<file path="src/rtl/eeprom_access_arbiter.sv">
// eeprom_access_arbiter: shares one iic_com EEPROM engine between two requesters.
// Round-robin grant, Start_Sig/Done_Sig sequencing with a fixed idle gap after
// every transaction, and a per-transaction timeout that reports an error.
module eeprom_access_arbiter #(
    parameter int unsigned TIMEOUT    = 1000000,
    parameter int unsigned CNT_W      = 20,
    parameter int unsigned GAP_CYCLES = 4
) (
    input  logic       CLK,
    input  logic       RST,
    input  logic       req0,
    input  logic       req1,
    input  logic       wr0,
    input  logic       wr1,
    input  logic [7:0] addr0,
    input  logic [7:0] addr1,
    input  logic [7:0] wdata0,
    input  logic [7:0] wdata1,
    output logic       ack0,
    output logic       ack1,
    output logic       err0,
    output logic       err1,
    output logic [7:0] rdata0,
    output logic [7:0] rdata1,
    output logic       busy,
    output logic [1:0] Start_Sig,
    output logic [7:0] Addr_Sig,
    output logic [7:0] WrData,
    input  logic [7:0] RdData,
    input  logic       Done_Sig
);

    localparam int unsigned GAP_W = (GAP_CYCLES > 1) ? $clog2(GAP_CYCLES) : 1;
    localparam logic [CNT_W-1:0] CNT_LAST = CNT_W'(TIMEOUT - 1);
    localparam logic [GAP_W-1:0] GAP_LAST = GAP_W'(GAP_CYCLES - 1);

    typedef enum logic [1:0] {IDLE, BUSY, GAP} state_t;

    state_t           state;
    logic [CNT_W-1:0] cnt;
    logic [GAP_W-1:0] gap_cnt;
    logic             last_grant;
    logic             owner;
    logic             owner_wr;
    logic             grant_valid;
    logic             grant_sel;
    logic             sel_wr;

    // Round-robin pick: on a tie the requester that was not granted last wins
    always_comb begin
        grant_valid = req0 | req1;
        if (req0 && req1) begin
            grant_sel = ~last_grant;
        end else begin
            grant_sel = req1;
        end
        sel_wr = grant_sel ? wr1 : wr0;
    end

    // Transaction FSM with all outputs registered
    always_ff @(posedge CLK or posedge RST) begin
        if (RST) begin
            state      <= IDLE;
            cnt        <= '0;
            gap_cnt    <= '0;
            last_grant <= 1'b1;
            owner      <= 1'b0;
            owner_wr   <= 1'b0;
            ack0       <= 1'b0;
            ack1       <= 1'b0;
            err0       <= 1'b0;
            err1       <= 1'b0;
            rdata0     <= 8'h00;
            rdata1     <= 8'h00;
            busy       <= 1'b0;
            Start_Sig  <= 2'b00;
            Addr_Sig   <= 8'h00;
            WrData     <= 8'h00;
        end else begin
            // ack/err are single-cycle pulses
            ack0 <= 1'b0;
            ack1 <= 1'b0;
            err0 <= 1'b0;
            err1 <= 1'b0;
            case (state)
                IDLE: begin
                    if (grant_valid) begin
                        owner      <= grant_sel;
                        last_grant <= grant_sel;
                        owner_wr   <= sel_wr;
                        Addr_Sig   <= grant_sel ? addr1 : addr0;
                        WrData     <= grant_sel ? wdata1 : wdata0;
                        Start_Sig  <= sel_wr ? 2'b01 : 2'b10;
                        cnt        <= '0;
                        busy       <= 1'b1;
                        state      <= BUSY;
                    end
                end
                BUSY: begin
                    cnt <= cnt + 1'b1;
                    // Done takes priority over a simultaneous timeout
                    if (Done_Sig || (cnt == CNT_LAST)) begin
                        Start_Sig <= 2'b00;
                        gap_cnt   <= '0;
                        state     <= GAP;
                        if (owner) begin
                            ack1 <= 1'b1;
                            err1 <= ~Done_Sig;
                            if (Done_Sig && !owner_wr) begin
                                rdata1 <= RdData;
                            end
                        end else begin
                            ack0 <= 1'b1;
                            err0 <= ~Done_Sig;
                            if (Done_Sig && !owner_wr) begin
                                rdata0 <= RdData;
                            end
                        end
                    end
                end
                GAP: begin
                    gap_cnt <= gap_cnt + 1'b1;
                    if (gap_cnt == GAP_LAST) begin
                        busy  <= 1'b0;
                        state <= IDLE;
                    end
                end
                default: begin
                    busy  <= 1'b0;
                    state <= IDLE;
                end
            endcase
        end
    end

endmodule

</file>
<file path="config.mk">
export PLATFORM = sky130hd
export DESIGN_NAME = eeprom_access_arbiter
export DESIGN_NICKNAME = d
export VERILOG_FILES = /design/src/rtl/eeprom_access_arbiter.sv
export SDC_FILE = /design/constraint.sdc
export NUM_CORES = 1
export LEC_CHECK = 0
export ABC_AREA = 1
export BUFFER_PORTS_ARGS = -buffer_cell sky130_fd_sc_hd__buf_4
export CAP_MARGIN = 20
export CORE_ASPECT_RATIO = 1.25
export CORE_MARGIN = 1
export CORE_UTILIZATION = 47
export CTS_CLUSTER_SIZE = 10
export DETAILED_ROUTE_END_ITERATION = 10
export GPL_ROUTABILITY_DRIVEN = 0
export PLACE_DENSITY = 0.81
export SLEW_MARGIN = 20
export SYNTH_ARGS = -nofsm -noshare
export SYNTH_HDL_FRONTEND = slang
export SYNTH_SLANG_ARGS = --single-unit
</file>
<file path="constraint.sdc">
create_clock -name CLK -period 2.1 [get_ports CLK]
set_clock_uncertainty 0.1 [all_clocks]
set_input_delay 0.315 -clock CLK [delete_from_list [all_inputs] [get_ports CLK]]
set_output_delay 0.315 -clock CLK [all_outputs]
set_load 0.02 [all_outputs]
</file>
After elaboration in Yosys (flattened, before gate mapping)
Index checks and enable logic that the tools add are counted.
Storage, ports and cells
  logic and storage cells: 75
  bits of input ports: 47
  register bits: 66
  output and inout port bits: 39
Cells by class
  mux-type cells: 30
  bitwise operators: 5
  eq/ne operators: 7
  reduce and logical (&&, ||, !) cells: 15
  add/subtract/negate cells: 2
Operators by type and width (count)
  case mux 20 bit (2 select lines): 1
  adder 20 x 1 -> 20 bit, second input constant: 1
  equality test 20 bit, second input constant: 1
  two-way mux 20 bit: 1
  two-way mux 1 bit: 16
  two-way mux 8 bit: 2
  two-way mux 2 bit: 6
  AND reduction 3 bit: 3
  case mux 2 bit (2 select lines): 2
  AND reduction 4 bit: 2
  != test 2 bit, second input constant: 3
  case mux 2 bit (3 select lines): 1
  AND reduction 2 bit: 3
  equality test 2 bit, second input constant: 2
  NOT 1 bit: 4
  nonzero test 2 bit: 2
  case mux 1 bit (3 select lines): 1
  adder 2 x 1 -> 2 bit, second input constant: 1
  equality test 2 x 1 -> 1 bit, second input constant: 1
  logical AND 1 bit: 2
  logical NOT 2 bit: 1
  logical NOT 1 bit: 1
  logical OR 1 bit: 1
  bitwise OR 1 bit: 1

Logic depth before layout (Yosys ltp)
Gate-level depths: netlist of run 1.
  word-level depth: 6
  depth in mapped cells: 10
  gate-level depth less buffers: 10

Least setup slack after synthesis of run 1
No wires, ideal clock.
  kind: reg2reg
  start: register cnt[0]
  end: register rdata1[3]
  stages on the path, launching flop included: 10
  slack: 601 ps
  setup time: 118 ps
  required time: 1882 ps
  data arrival time: 1281 ps
  cells stage by stage: dfrtp_1 > ha_1 > nand3_1 > nor2_1 > nand3_1 > nand2_2 > nand3_4 > buf_6 > nand2_1 > o21ai_2
On the way
  cells in the longest elaborated chain, start to end: 3
RTL lines
  from (decl): RTL line 40  | logic [CNT_W-1:0] cnt;
  from (signal assigned): RTL line 100  | cnt <= cnt + 1'b1;
  equality test 20 bit: RTL line 102  | if (Done_Sig || (cnt == CNT_LAST)) begin
  logical OR 1 bit: RTL line 102
  AND reduction 4 bit (no source line)
  to (signal assigned): RTL line 110  | rdata1 <= RdData;
  to (decl): RTL line 24  | output logic [7:0] rdata1,
Every way passes these cells.
A chain may end at the register's enable or synchronous reset.

Worst setup path in the final report of run 1
  start: register state[0]
  end: register rdata0[3]
On the way
  cells in the longest elaborated chain, start to end: 2
RTL lines
  from (decl): RTL line 39  | state_t state;
  from (signal assigned): RTL line 63  | state <= IDLE;
  from (signal assigned): RTL line 96  | state <= BUSY;
  from (signal assigned): RTL line 105  | state <= GAP;
  equality test 2 x 1 -> 1 bit: RTL line 85  | case (state)
  AND reduction 4 bit (no source line)
  to (signal assigned): RTL line 116  | rdata0 <= RdData;
  to (decl): RTL line 23  | output logic [7:0] rdata0,
Every way passes these cells.

==> results of run 1 <==
## repair_timing
action,4_1_cts,5_1_grt
hold endpoints to repair,17,0
gates resized for setup,0,0
hold buffers,1,0
## cell usage after synthesis
master / number / area, um^2
a21boi_0: 1 / 7.510
a21oi_1: 9 / 45.04
a21oi_4: 1 / 16.27
a22o_1: 1 / 8.760
buf_2: 4 / 20.02
buf_4: 1 / 7.510
buf_6: 2 / 22.52
clkbuf_1: 2 / 7.510
clkbuf_2: 1 / 5.000
clkinv_1: 1 / 3.750
dfrtp_1: 65 / 1627
dfstp_2: 1 / 26.28
ha_1: 2 / 25.02
inv_1: 45 / 168.9
inv_2: 1 / 3.750
mux2_2: 1 / 11.26
nand2_1: 92 / 345.3
nand2_2: 2 / 12.51
nand3_1: 19 / 95.09
nand3_4: 1 / 17.52
nand4_1: 6 / 37.54
nor2_1: 50 / 187.7
nor3_1: 5 / 25.02
nor3b_1: 1 / 7.510
o21a_1: 1 / 7.510
o21ai_0: 45 / 225.2
o21ai_1: 11 / 55.05
o21ai_2: 8 / 70.07
o22a_1: 1 / 8.760
or2_1: 1 / 6.260
## metal layers
metal,vias to the layer above,global-route usage,wire length [um]
met5,-,0,0
met4,0,0.1101,165
met3,15,0.05550,264
met2,74,0.4302,4100
met1,1387,0.2631,2944
li1,1407,-,-
## how the worst min path moves through the flow
stage / from / end / slack, ns / cells past startpoint
6_report: addr1[2] / Addr_Sig[2] / 0.13 / 3
2_1_floorplan: last_grant / last_grant / 0.34 / 2
3_3_place_gp: RST / rdata1[4] / 0.24 / 2
4_1_cts: addr1[7] / Addr_Sig[7] / 0.12 / 3
3_5_place_dp: RST / rdata1[4] / 0.25 / 2
5_1_grt: addr1[5] / Addr_Sig[5] / 0.13 / 3
## where the power goes
group	total [uW]	internal, uW	switching (uW)	leakage [uW]
clock	1100	638	461	0.000106
sequential	1970	1710	268	0.000854
combinational	2120	833	1290	0.00114
## worst max-delay path, cell delays in order (launching register included)
cell and delay (ns):
dfrtp_1 0.40, nand2_2 0.19, clkinv_1 0.32, nand3_1 0.48
o21ai_0 0.16
## final cells by class
type                            instances  share of cell area
Sequential cell                        66              0.4071
Inverter                               47             0.04345
Multi-Input combinational cell        258              0.2992
Clock buffer                           13             0.04160
Timing Repair Buffer                   92              0.1738
Tap cell                               85             0.02619
Clock inverter                          2            0.008629
## cell families after synthesis
logic type	count (synthesis)
buffers and inverters	57
and+or+nand+nor	177
muxes	1
AOI/OAI and AO/OA	78
DFF	66
adders and majority gates	2
## per-stage QoR
stage               utilization  hold WS [ns]  setup WS (ns)  area [um^2]  total power, uW
floorplan                     -        0.3431        0.03185         3107             3237
global placement         0.6119        0.2392         0.3753         3846             4039
detailed placement       0.6119        0.2529         0.3132         3846             4115
CTS                      0.6459        0.1203         0.2983         4060             5227
global route             0.6459        0.1262         0.1056         4060             5533
finish                   0.6459        0.1308         0.3038         4060             5196
## registers in the layout (all words and copies together) (netlist names)
signal,count
busy,1
rdata1,8
err0,1
ack0,1
gap_cnt,2
WrData,8
cnt,20
err1,1
owner_wr,1
rdata0,8
last_grant,1
Start_Sig,2
ack1,1
owner,1
state,2
Addr_Sig,8
==> results by group, run 1 <==
Power
  – Leakage: 0.002103 uW
  – Pwr dens: 1280 mW/mm^2
  – Max IR drop VDD: 900.9 uV

Clocking
  – Clock transition at path regs: 0.07 ns
  – Sink Count: 66
  – CTS HTree Levels: 3
  – Post-CTS Setup Inserts: 0
  – CTS Root Cell: clkbuf_8
  – CTS Buf Count: 9
  – Worst-skew pair later-pin latency: 0.35 ns
  – Clock buffer depth: 2
  – CTS tree: built

Drt
  – Routed WL per cell: 13.28 um
  – Vias post-DR: 2883
  – Vias per inst: 5.121
  – Antenna-violating nets left: 0
  – Remaining DRCs: 0
  – Post-Route WL: 7474 um
  – DRT iter0 DRCs: 142
  – Router iterations before antenna repair: 4

Placement
  – Dpl cells: 547
  – HPWL after DPL: 5407 um
  – Input/output buffers: 85

Critical path
  – Critical Path RT: 2.20 ns
  – FF-to-FF End: rdata0[3]
  – Reg2reg path depth: 4
  – Critical path type: reg -> reg
  – CP max FO: 16
  – Worst Path Arrival: 1.90 ns
  – Startpoint Class: register
  – Critical Path End: rdata0[3]
  – Critical R2R Launch: state[0]
  – Setup crit end kind: register
  – Launch point of the worst path: state[0]
  – R2R Setup Slk: 0.30 ns

Global routing
  – Vias in the first global route: 2924
  – Congestion Overflow GR: 0
  – Initial antenna violation count: 0
  – First-pass GRT wire length: 12560 um
  – Largest net degree at the start of global routing: 30
  – GRT Overall Usage: 0.2412

Floorplanning
  – IO Pins: 86
  – Row cnt: 32
  – Die Span X: 74.72 um
  – Die H: 92.90 um
  – Die ar.: 0.006941 mm^2
  – Core box area: 0.006286 mm^2
  – Starting Density: 0.4942

Layout
  – FILL cells: 557
  – Synth-to-Final Area Change: 30.69%
  – ANT cells: 0
  – Final #Nets: 523
  – Share of layout cells above drive strength 1: 0.2531
  – Multi-input logic area: 0.001215 mm^2
  – Commonest cells after routing, fill and taps aside: nand2_1 (92), buf_4 (90), dfrtp_1 (65)
  – Seq. cell area: 0.001653 mm^2
  – Commonest non-fill, non-tap cell in the layout: nand2_1
  – Post-Layout Cell Count: 563

STA
  – Headroom to the max-slew limit: 0.6599
  – Fin Setup TNS: 0 ns
  – Tmin final: 1.796 ns
  – RSZ-0062 raised after global routing: no
  – Final hold violation count: 0
  – Fin crit share: 0.8554
  – Max Freq: 0.5567 GHz
  – Setup violators final: 0
  – Slew @ Worst Pin: 0.5087 ns
  – Slew Limit Fails: 0

Synthesis
  – Sequential fraction of the synthesis area: 0.5320
  – XOR/XNOR Fraction of Synth Area: 0
  – Number of synthesized register bits: 66
  – Syn Area/Cell: 8.154 um^2
  – Complex-gate fraction of the synthesized area: 0.1430
  – Mux cell area share after synthesis: 0.003625
  – Cell count after synthesis: 381
  – Post-Syn Area: 0.003107 mm^2
  – Synth unique cells: 30
  – Adder-Cell Fraction of Synth Area: 0.008055
  – Combinational family with the most area after synthesis: simple AND/OR/NAND/NOR gates
  – Mapped Nets: 430
  – Synth warn: 0
  – Synth Area in Simple Gates: 0.2364

Hold path
  – Worst Hold Class: in -> reg

Run status
  – Run status: completed

Flow run
  – Max-cap viol count: 0
Note: power is estimated with default switching activity, not from simulation.
==> run 2: changes to the inputs <==
--- a/config.mk
+++ b/config.mk
@@ -8,7 +8,7 @@
 export ABC_AREA = 1
 export BUFFER_PORTS_ARGS = -buffer_cell sky130_fd_sc_hd__buf_4
 export CAP_MARGIN = 20
-export CORE_ASPECT_RATIO = 1.25
+export CORE_ASPECT_RATIO = 1.1
 export CORE_MARGIN = 1
 export CORE_UTILIZATION = 47
 export CTS_CLUSTER_SIZE = 10
==> run 2 against run 1 <==
Net effect:
- combinational power is essentially flat
- clock power shrank 5%
- cell area shrank 0.59%
- critical path type unchanged
- global-route usage shrank 1.5 points
- critical endpoint is now WrData[7]
- worst hold slack gained 0.0037 ns
- first-iteration DRC count grew 14%
- clock-buffer cell count shrank 4
- sequential cell count is the same
- worst setup slack gained 0.0047 ns
- fmax grew 0.26%
==> results by group, run 2 (synthesis results as in run 1) <==
Floorplanning
  – Die ar.: 0.006940 mm^2 (was 0.006941 mm^2)
  – Die Span X: 79.52 um (was 74.72 um)
  – IO Pins: 86 (unchanged)
  – Starting Density: 0.4956 (was 0.4942)
  – Row cnt: 30 (was 32)
  – Die H: 87.27 um (was 92.90 um)
  – Core box area: 0.006269 mm^2 (was 0.006286 mm^2)

Layout
  – Seq. cell area: 0.001653 mm^2 (unchanged)
  – ANT cells: 0 (unchanged)
  – Post-Layout Cell Count: 558 (was 563)
  – FILL cells: 489 (was 557)
  – Max reg flops: 20 (unchanged)
  – Share of layout cells above drive strength 1: 0.2552 (was 0.2531)
  – Most flop-heavy register: cnt (unchanged)
  – Commonest cells after routing, fill and taps aside: nand2_1 (92), buf_4 (89), dfrtp_1 (65) (was nand2_1 (92), buf_4 (90), dfrtp_1 (65))
  – Commonest non-fill, non-tap cell in the layout: nand2_1 (unchanged)
  – Final #Nets: 522 (was 523)
  – Multi-input logic area: 0.001215 mm^2 (unchanged)
  – Synth-to-Final Area Change: 29.92% (was 30.69%)

STA
  – Tmin final: 1.792 ns (was 1.796 ns)
  – Slew Limit Fails: 0 (unchanged)
  – Final hold violation count: 0 (unchanged)
  – Fin crit share: 0.8531 (was 0.8554)
  – RSZ-0062 raised after global routing: no (unchanged)
  – Setup violators final: 0 (unchanged)
  – Slew @ Worst Pin: 0.5116 ns (was 0.5087 ns)
  – Max Freq: 0.5582 GHz (was 0.5567 GHz)
  – Fin Setup TNS: 0 ns (unchanged)
  – Headroom to the max-slew limit: 0.6580 (was 0.6599)

Critical path
  – CP max FO: 21 (was 16)
  – Worst Path Arrival: 1.91 ns (was 1.90 ns)
  – Setup crit end kind: register (unchanged)
  – Critical R2R Launch: state[0] (unchanged)
  – Critical path type: reg -> reg (unchanged)
  – Critical Path RT: 2.22 ns (was 2.20 ns)
  – Startpoint Class: register (unchanged)
  – Launch point of the worst path: state[0] (unchanged)

Clocking
  – Sink Count: 66 (unchanged)
  – CTS tree: built (unchanged)
  – Worst-skew pair later-pin latency: 0.34 ns (was 0.35 ns)
  – Clock transition at path regs: 0.07 ns (about the same)
  – Clock buffer depth: 2 (unchanged)
  – Post-CTS Setup Inserts: 0 (unchanged)
  – CTS Buf Count: 9 (unchanged)
  – CTS Hold Bufs: 1 (unchanged)
  – CTS Root Cell: clkbuf_8 (unchanged)
  – Resize count post-CTS: 0 (unchanged)
  – CTS HTree Levels: 3 (unchanged)

Drt
  – Routed WL per cell: 12.94 um (was 13.28 um)
  – Router iterations before antenna repair: 5 (was 4)
  – Antenna-violating nets left: 0 (unchanged)
  – Vias post-DR: 2841 (was 2883)
  – Remaining DRCs: 0 (unchanged)
  – DRT iter0 DRCs: 162 (was 142)
  – Vias per inst: 5.091 (was 5.121)
  – Post-Route WL: 7218 um (was 7474 um)

Global routing
  – Largest net degree at the start of global routing: 46 (was 30)
  – Congestion Overflow GR: 0 (unchanged)
  – GRT Overall Usage: 0.2262 (was 0.2412)
  – Vias in the first global route: 2806 (was 2924)
  – Initial antenna violation count: 0 (unchanged)
  – First-pass GRT wire length: 12160 um (was 12560 um)

Hold path
  – Worst Min Path Start: addr1[7] (was addr1[2])
  – Worst Hold Class: in -> reg (unchanged)

Flow run
  – Max-cap viol count: 0 (unchanged)

Power
  – Leakage: 0.002091 uW (was 0.002103 uW)
  – Pwr dens: 1272 mW/mm^2 (was 1280 mW/mm^2)
  – Max IR drop VDD: 813.0 uV (was 900.9 uV)

Placement
  – HPWL after DPL: 5225 um (was 5407 um)
  – Input/output buffers: 85 (unchanged)
  – Dpl cells: 541 (was 547)

Run status
  – Run status: completed (unchanged)
## run 2: path summary, 6_finish.rpt
check,depth (start not counted),slack [ns],end
max in group asynchronous,4,0.81,last_grant
worst max-delay path,6,0.31,WrData[7]
min in group asynchronous,3,0.45,rdata0[3]
worst min-delay path,3,0.13,Addr_Sig[7]
worst max register to register,6,0.31,WrData[7]
worst min register to register,2,0.38,Start_Sig[0]
## run 2: metrics by stage
step	hold WS, ns	total power (uW)	instance area (um^2)	setup slack [ns]	utilization
6_report	0.1345	5133	4036	0.3084	0.6439
4_1_cts	0.1262	5167	4036	0.3110	0.6439
3_5_place_dp	0.2701	4111	3832	0.3238	0.6114
2_1_floorplan	0.3431	3237	3107	0.03185	-
5_1_grt	0.1363	5448	4036	0.1882	0.6439
3_3_place_gp	0.2584	4034	3832	0.4050	0.6114
## run 2: layer usage
metal	up-vias	track usage	wire length, um
met5	-	0	0
met2	73	0.3869	3823
li1	1404	-	-
met4	0	0.1174	117
met1	1354	0.2647	2954
met3	10	0.05026	321
## run 2: final cells by class
cell class	count	area share
Sequential cell	66	0.4095
Multi-Input combinational cell	258	0.3010
Timing Repair Buffer	91	0.1730
Inverter	47	0.04371
Clock buffer	9	0.03069
Tap cell	80	0.02480
Clock inverter	7	0.01736
## run 2: critical path: stages, from the launching register on
cell     delay (ns)
dfrtp_1        0.41
or2_1          0.28
a21oi_4        0.26
inv_2          0.24
buf_4          0.25
nand2_1        0.08
o21ai_1        0.07
## run 2: report_power, final
part | switching, uW | total (uW) | internal, uW
sequential | 270 | 1980 | 1710
combinational | 1290 | 2120 | 833
clock | 494 | 1040 | 545
total | 2050 | 5130 | 3080
==> run 3: changes to the inputs <==
--- a/config.mk
+++ b/config.mk
@@ -9,12 +9,13 @@
 export BUFFER_PORTS_ARGS = -buffer_cell sky130_fd_sc_hd__buf_4
 export CAP_MARGIN = 20
 export CORE_ASPECT_RATIO = 1.1
-export CORE_MARGIN = 1
+export CORE_MARGIN = 5
 export CORE_UTILIZATION = 47
 export CTS_CLUSTER_SIZE = 10
 export DETAILED_ROUTE_END_ITERATION = 10
 export GPL_ROUTABILITY_DRIVEN = 0
 export PLACE_DENSITY = 0.81
+export SKIP_LAST_GASP = 1
 export SLEW_MARGIN = 20
 export SYNTH_ARGS = -nofsm -noshare
 export SYNTH_HDL_FRONTEND = slang
==> run 3 against run 2 <==
Net effect:
- clock-buffer cell count is the same
- sequential share of layout area shrank 0.49 points
- final cell count grew 0.72%
- combinational power is essentially flat
- via count is essentially flat
- wire length grew 4.7%
- global-route usage shrank 2.9 points
- non-clock buffer count grew 2
- largest power group unchanged
- worst setup slack gained 0.14 ns
- power grew 3.5%
- sequential cell count is the same
- clock power grew 15%
==> results by group, run 3 (synthesis results as in run 1) <==
Layout
  – Commonest non-fill, non-tap cell in the layout: nand2_1 (unchanged)
  – FILL cells: 558 (was 489)
  – Final #Nets: 524 (was 522)
  – Max reg flops: 20 (unchanged)
  – Final instance area: 0.004085 mm^2 (was 0.004036 mm^2)
  – ANT cells: 0 (unchanged)
  – Most flop-heavy register: cnt (unchanged)
  – Commonest cells after routing, fill and taps aside: nand2_1 (92), buf_4 (91), dfrtp_1 (65) (was nand2_1 (92), buf_4 (89), dfrtp_1 (65))
  – Synth-to-Final Area Change: 31.49% (was 29.92%)
  – Share of layout cells above drive strength 1: 0.2583 (was 0.2552)

Global routing
  – GRT Overall Usage: 0.1969 (was 0.2262)
  – Congestion Overflow GR: 0 (unchanged)
  – Largest net degree at the start of global routing: 31 (was 46)
  – First-pass GRT wire length: 12720 um (was 12160 um)
  – GR Util met1: 0.2168 (was 0.2647)
  – Most Crowded Layer GR: met2 (unchanged)
  – Met3 usage: 0.05791 (was 0.05026)
  – Met2 usage: 0.3411 (was 0.3869)
  – Initial antenna violation count: 0 (unchanged)
  – Vias in the first global route: 2892 (was 2806)

Placement
  – Pre-CTS setup slack: 0.4582 ns (was 0.3238 ns)
  – Input/output buffers: 85 (unchanged)
  – Cell Area, Placed: 0.003850 mm^2 (was 0.003832 mm^2)
  – HPWL after DPL: 5560 um (was 5225 um)

Critical path
  – Most frequent CP cell: nand3_1
  – Startpoint Class: register (unchanged)
  – CP peak stage delay: 0.40 ns (was 0.41 ns)
  – Critical path type: reg -> reg (unchanged)
  – CP max-delay cell: dfrtp_1 (unchanged)
  – Setup crit end kind: register (unchanged)
  – CP max FO: 16 (was 21)
  – Critical Path RT: 2.23 ns (was 2.22 ns)
  – Reg2reg path depth: 8 (was 6)
  – Critical-path cell list: ha_1 -> nand3_1 -> nor2_1 -> nand3_1 -> nand2_2 -> nand3_4 -> nand2_1 -> o21ai_2 (was or2_1 -> a21oi_4 -> inv_2 -> buf_4 -> nand2_1 -> o21ai_1)
  – Worst Path Arrival: 1.78 ns (was 1.91 ns)

Floorplanning
  – Die ar.: 0.008338 mm^2 (was 0.006940 mm^2)
  – IO Pins: 86 (unchanged)
  – Die H: 95.27 um (was 87.27 um)
  – Core box area: 0.006516 mm^2 (was 0.006269 mm^2)
  – Row cnt: 31 (was 30)
  – Die Span X: 87.52 um (was 79.52 um)
  – Starting Density: 0.4768 (was 0.4956)

Drt
  – Remaining DRCs: 0 (unchanged)
  – Routed WL per cell: 13.45 um (was 12.94 um)
  – Post-Route WL: 7558 um (was 7218 um)
  – Router iterations before antenna repair: 4 (was 5)
  – Vias per inst: 5.059 (was 5.091)
  – DRT iter0 DRCs: 168 (was 162)
  – Antenna-violating nets left: 0 (unchanged)
  – Vias post-DR: 2843 (was 2841)

STA
  – Max Freq: 0.6060 GHz (was 0.5582 GHz)
  – RSZ-0062 raised after global routing: no (unchanged)
  – Fin crit share: 0.7858 (was 0.8531)
  – Final hold violation count: 0 (unchanged)
  – Fin Setup TNS: 0 ns (unchanged)
  – Headroom to the max-slew limit: 0.6134 (was 0.6580)
  – Tmin final: 1.650 ns (was 1.792 ns)
  – Slew Limit Fails: 0 (unchanged)
  – Setup violators final: 0 (unchanged)
  – Setup slack after layout: 0.4498 ns (was 0.3084 ns)
  – Slew @ Worst Pin: 0.5791 ns (was 0.5116 ns)

Clocking
  – Clock buffer depth: 2 (unchanged)
  – Worst-skew pair later-pin latency: 0.34 ns (about the same)
  – CTS tree: built (unchanged)
  – CTS Root Cell: clkbuf_8 (unchanged)
  – Clock transition at path regs: 0.08 ns (was 0.07 ns)
  – Sink Count: 66 (unchanged)
  – Post-CTS Setup Inserts: 0 (unchanged)
  – CTS Buf Count: 9 (unchanged)
  – CTS HTree Levels: 3 (unchanged)

Hold path
  – Worst Hold Class: in -> reg (unchanged)
  – Hold Crit Depth: 3 (unchanged)

Power
  – Pwr dens: 1301 mW/mm^2 (was 1272 mW/mm^2)
  – Leakage: 0.002109 uW (was 0.002091 uW)
  – Max IR drop VDD: 729.8 uV (was 813.0 uV)

Run status
  – Run status: completed (unchanged)

Flow run
  – Max-cap viol count: 0 (unchanged)
## run 3: metal layers
layer  part of all wire  vias up
met5                  0        -
met4              0.026        0
met3              0.069       20
met2               0.51       90
met1               0.39     1321
li1                   -     1412
## run 3: area by class of cell
cell class                      instances  area, um^2  share of cell area
Clock inverter                          7       101.3             0.02481
Tap cell                               82       102.6             0.02511
Multi-Input combinational cell        258        1215              0.2974
Sequential cell                        66        1653              0.4046
Clock buffer                            9       123.9             0.03032
Timing Repair Buffer                   93       713.2              0.1746
Inverter                               47       176.4             0.04319
## run 3: path summary, 6_finish.rpt
path,start,end,slack [ns]
setup reg to reg,cnt[0],rdata1[2],0.45
max in group asynchronous,RST,cnt[8],0.81
setup / recovery,cnt[0],rdata1[2],0.45
hold reg to reg,last_grant,last_grant,0.37
min in group asynchronous,RST,WrData[4],0.50
hold / removal,addr1[0],Addr_Sig[0],0.13
## run 3: through the flow
stage               cells  total power [uW]  hold WS, ns    util
global route          562              5674       0.1280  0.6269
CTS                   562              5357       0.1181  0.6269
detailed placement    545              4141       0.3218  0.5908
finish                562              5314       0.1283  0.6269
global placement      545              4079       0.3032  0.5908
floorplan             381              3237       0.3431       -
## run 3: worst max-delay path: cells and delay by family, from the launching register on
family | cells | cell delay [ns]
AOI/OAI and AO/OA | 1 | 0.05
adders and majority gates | 1 | 0.21
DFF | 1 | 0.40
and+or+nand+nor | 6 | 0.77
## run 3: where the power goes
group | total (uW) | switching, uW | internal, uW | leakage [uW]
Combinational | 2140 | 1300 | 849 | 0.00115
Sequential | 1970 | 264 | 1700 | 0.000854
Clock | 1200 | 523 | 678 | 0.000106
Total | 5310 | 2080 | 3230 | 0.00211
## run 3: what timing repair did
action	in CTS	in global routing
hold endpoints to repair	22	0
hold buffers	1	0
gates resized for setup	0	0
